### config.mk
export PLATFORM = sky130hd
export DESIGN_NAME = calc_rr_scheduler
export DESIGN_NICKNAME = d
export VERILOG_FILES = /design/src/rtl/calc_rr_scheduler.sv
export SDC_FILE = /design/constraint.sdc
export NUM_CORES = 1
export LEC_CHECK = 0
export CAP_MARGIN = 20
export CORE_MARGIN = 5
export CORE_UTILIZATION = 44
export CTS_BUF_LIST = sky130_fd_sc_hd__clkbuf_4 sky130_fd_sc_hd__clkbuf_8 sky130_fd_sc_hd__clkbuf_16
export CTS_CLUSTER_SIZE = 8
export DETAILED_ROUTE_END_ITERATION = 10
export PLACE_DENSITY = 0.95
export RECOVER_POWER = 100
export SYNTH_ARGS = -nofsm -noshare
export SYNTH_HDL_FRONTEND = slang
export SYNTH_SLANG_ARGS = --single-unit
### constraint.sdc
create_clock -name clk -period 6.4 [get_ports clk]
set_clock_uncertainty 0.15 [all_clocks]
set_input_delay 0.64 -clock clk [delete_from_list [all_inputs] [get_ports clk]]
set_output_delay 0.64 -clock clk [all_outputs]
set_load 0.05 [all_outputs]
### src/rtl/calc_rr_scheduler.sv
// Round-robin scheduler sharing one fixed-latency calculator between NUM_REQ requesters.
// One operation in flight; each result is returned as a one-cycle pulse to its owner.
module calc_rr_scheduler #(
  parameter int NUM_REQ = 4,
  parameter int LATENCY = 1
) (
  input  logic                   clk,
  input  logic                   rst_n,
  input  logic [NUM_REQ-1:0]     req_valid,
  output logic [NUM_REQ-1:0]     req_ready,
  input  logic [NUM_REQ*8-1:0]   req_operand_A,
  input  logic [NUM_REQ*8-1:0]   req_operand_B,
  input  logic [NUM_REQ*2-1:0]   req_op_code,
  output logic [NUM_REQ-1:0]     rsp_valid,
  output logic [15:0]            rsp_result,
  output logic [7:0]             calc_operand_A,
  output logic [7:0]             calc_operand_B,
  output logic [1:0]             calc_op_code,
  output logic                   calc_start,
  input  logic [15:0]            calc_result,
  output logic                   busy
);

  localparam int IW = (NUM_REQ > 1) ? $clog2(NUM_REQ) : 1;
  localparam logic [NUM_REQ-1:0] ONE_HOT0 = {{(NUM_REQ-1){1'b0}}, 1'b1};
  localparam logic [1:0] IDLE  = 2'd0;
  localparam logic [1:0] ISSUE = 2'd1;
  localparam logic [1:0] WAIT  = 2'd2;
  localparam logic [1:0] RESP  = 2'd3;

  logic [1:0]    state;
  logic [3:0]    wait_cnt;
  logic [IW-1:0] rr_ptr;
  logic [IW-1:0] gnt_r;
  logic [IW-1:0] gnt_s;
  logic          found_s;
  int            idx_s;

  // Search downward from the farthest offset so the lowest offset from rr_ptr wins.
  always_comb begin
    found_s = 1'b0;
    gnt_s   = {IW{1'b0}};
    idx_s   = 0;
    for (int k = NUM_REQ - 1; k >= 0; k--) begin
      idx_s   = int'(rr_ptr) + k;
      idx_s   = (idx_s >= NUM_REQ) ? (idx_s - NUM_REQ) : idx_s;
      gnt_s   = req_valid[idx_s] ? idx_s[IW-1:0] : gnt_s;
      found_s = found_s | req_valid[idx_s];
    end
  end

  assign req_ready = ((state == IDLE) && found_s) ? (ONE_HOT0 << gnt_s) : {NUM_REQ{1'b0}};
  assign busy      = (state != IDLE);

  // FSM, operand latch, wait counter, result capture and response pulse.
  always_ff @(posedge clk or negedge rst_n) begin
    if (!rst_n) begin
      state          <= IDLE;
      wait_cnt       <= 4'd0;
      rr_ptr         <= {IW{1'b0}};
      gnt_r          <= {IW{1'b0}};
      calc_operand_A <= 8'd0;
      calc_operand_B <= 8'd0;
      calc_op_code   <= 2'd0;
      calc_start     <= 1'b0;
      rsp_valid      <= {NUM_REQ{1'b0}};
      rsp_result     <= 16'd0;
    end else begin
      case (state)
        IDLE: begin
          if (found_s) begin
            calc_operand_A <= req_operand_A[gnt_s*8 +: 8];
            calc_operand_B <= req_operand_B[gnt_s*8 +: 8];
            calc_op_code   <= req_op_code[gnt_s*2 +: 2];
            gnt_r          <= gnt_s;
            calc_start     <= 1'b1;
            state          <= ISSUE;
          end else begin
            state          <= IDLE;
          end
        end
        ISSUE: begin
          calc_start <= 1'b0;
          wait_cnt   <= 4'(LATENCY);
          state      <= WAIT;
        end
        WAIT: begin
          wait_cnt <= wait_cnt - 4'd1;
          if (wait_cnt == 4'd1) begin
            rsp_result <= calc_result;
            rsp_valid  <= ONE_HOT0 << gnt_r;
            state      <= RESP;
          end else begin
            state      <= WAIT;
          end
        end
        RESP: begin
          rsp_valid <= {NUM_REQ{1'b0}};
          rr_ptr    <= (gnt_r == IW'(NUM_REQ - 1)) ? {IW{1'b0}} : (gnt_r + IW'(1));
          state     <= IDLE;
        end
        default: begin
          calc_start <= 1'b0;
          rsp_valid  <= {NUM_REQ{1'b0}};
          state      <= IDLE;
        end
      endcase
    end
  end

endmodule

==> impl_metrics.toml <==
[timing]
holdWs_ps = 324
slew_violations = 50
fmax_mhz = 202
hold_violations = 0
fin_setup_tns_ps = 0
rsz0062_at_grt = "false"
post-route-min-period_ps = 4950
finalCritPeriodShare_pct = 77.3
slew_headroom_pct = -75.3
worst_pin_slew_ps = 2630
finalSetupViolCount = 0

[pwr]
leakagePower_nw = 1.85
ir_worst_vdd_v = 0.000331
fin_total_pwr_mw = 2.14
pwr_density_cell_nw_per_um2 = 500

[detailed_routing]
post_drt_via_cell_ratio = 5.39
drt-met1-wl_um = 3250
drt_first_pass_iters = 4
final_antenna_net_count = 0
wl_met3_um = 823
vias = 2646
wl_um = 8120
drc = 0
wl_per_cell_um = 16.5
drt_iter0_markers = 55
dr.max_layer_used = "met4"
dr_wl_met2_um = 3840

[clocking]
cts_resized = 0
cts_max_level = 2
hold_buffers = 0
clk_latency_ps = 300
cts_tree = "built"
cts_made_buffers = 5
clock-root-buffer = "clkbuf_8"
post_cts.repair.setup_buffers = 0
path_clk_slew_ps = 80
clock_sinks = 49
clockBufferDepth = 2

[synthesis]
yosys.area.top_type_share_pct = 43.8
yosysSeqAreaShare_pct = 43.8
synthArstFlopShare_pct = 100
synth_edf_count = 0
yosysTopAreaCell = "dfrtp_1"
netlist_area_um2 = 2800
ys.flop_type = "dfrtp_1"
yosys_warnings = 0
syn_nets = 389
yosysUniqueCellTypes = 39
avgSynthCellArea_um2 = 9.83
ys_ff_latch = 49
synthCells = 285
yosys-top-cells-area = "dfrtp_1, mux2i_1, nand2_1, a211oi_2, ha_1"

[worst_setup_path]
start_kind = "input pin"
critPathArrivalTime_ps = 4160
path_class = "input pin to primary output"
max_stage_delay_ps = 910
crit_top_cell = "dlygate4sd3_1"
r2r.worst_path.cells = 6
rr_endpoint = "calc_op_code[1]"
r2r_start = "rr_ptr[1]"
cp_cell_sequence = "dlygate4sd3_1 > mux2i_1 > a21oi_1 > clkbuf_1 > nand2_1 > nor3_1 > dlygate4sd3_1"
critPathMaxFanout = 21
cp_slowest_cell = "dlygate4sd3_1"
r2r_setup_slack_ps = 3430
critPathLaunch = "req_valid[1]"
worstPathRequired_ps = 5610
endpoint_kind = "primary output"

[die]
die_width_um = 89.8
die_y_um = 89.8
die_area_um2 = 8060
start_util_pct = 44.6
num_rows = 29
coreArea_um2 = 6280
pin_count = 138

[cells_and_area]
layout-drive-gt1-share_pct = 7.73
final_common_cell = "clkdlybuf4s50_1"
layout.cells.most_common_list = "clkdlybuf4s50_1, nand2_1, dfrtp_1"
syn2layout_area_growth_pct = 52.4
final_area_um2 = 4270
n_antenna_cell = 0
stdcell_count = 491
nets = 517

[placed_design]
dpl_cell_area_um2 = 4190
place_congestion = 0.852
io_buffers = 137
place_inst = 483
dp_hpwl_um = 6290

[global_routing]
grt_pass1_vias = 2679
grt-ovfl-total = 0
grt_pass1_wl_um = 13300
antenna_found_initial = 0
grt_start_max_net_pins = 50
track_usage_pct = 19.9

[min_path]
min_to = "rsp_result[0]"
whs_path_depth = 2
hold_class = "register to register"
worstHoldStart = "rsp_result[0]"

[run]
maxCapViolCount = 1

[status]
violations = "max-capacitance violations, max-slew violations"
status = "finished with violations"
power breakdown:
group / switching [mW] / leakage (nW) / internal (mW)
Clock: 0.0945 / 0.0498 / 0.0905
Sequential: 0.0913 / 0.583 / 0.463
Combinational: 0.934 / 1.21 / 0.463
Total: 1.12 / 1.85 / 1.02
cells in the mapped netlist, types with 7 or more instances:
| cell type | count |
|---|---|
| a2111oi_0 | 8 |
| a211oi_1 | 8 |
| a211oi_2 | 10 |
| a21boi_0 | 12 |
| clkbuf_1 | 10 |
| dfrtp_1 | 49 |
| ha_1 | 10 |
| inv_1 | 8 |
| mux2i_1 | 23 |
| nand2_1 | 60 |
| nor2_1 | 20 |
| o21ai_0 | 7 |
area by class of cell:
type	count	area, um^2
multi-input cells	206	1430
clock buffers	8	91.3
well taps	77	96.3
inverters	9	33.8
repair buffers	142	1400
flip-flops and latches	49	1230
fillers	478	2010
state kept, by name, indices dropped and copies added, names as in the netlist, 2 cells and up:
register,flops
rsp_valid,4
state,2
calc_operand_A,8
calc_operand_B,8
wait_cnt,4
calc_op_code,2
gnt_r,2
rr_ptr,2
rsp_result,16
worst max-delay path, delay by kind of cell:
family	cells	cell delay [ps]
multiplexers	1	90
AO/OA/AOI/OAI	1	140
AND/OR/NAND/NOR	2	1230
buffers and inverters	3	2050
metal layers:
metal / vias to the layer above / track usage (%)
met5: - / 0
met4: 0 / 7.56
met3: 16 / 8.10
met2: 139 / 31.8
met1: 1223 / 24.0
li1: 1268 / -
cell families after synthesis:
group | count (synthesis) | synth area share, %
AO/OA/AOI/OAI | 73 | 22.2
adder cells (fa/ha/maj) | 10 | 4.47
buffers and inverters | 30 | 5.23
flip-flops | 49 | 43.8
multiplexers | 25 | 9.02
AND/OR/NAND/NOR | 98 | 15.3
how the worst max path moves through the flow:
stage	slack (ps)	to	cells after the start
6_report	1450	req_ready[3]	7
3_3_place_gp	2110	req_ready[3]	7
5_1_grt	1180	req_ready[3]	7
3_5_place_dp	2040	req_ready[0]	7
4_1_cts	2020	req_ready[0]	7
2_1_floorplan	3170	req_ready[3]	6
metrics by stage:
| stage | utilization (%) | setup WS (ps) |
|---|---|---|
| 5_1_grt | 68.0 | 1180 |
| 4_1_cts | 68.2 | 2020 |
| 2_1_floorplan | - | 3170 |
| 6_report | 68.0 | 1450 |
| 3_3_place_gp | 66.7 | 2110 |
| 3_5_place_dp | 66.7 | 2040 |
(Power assumes the default switching activity.)
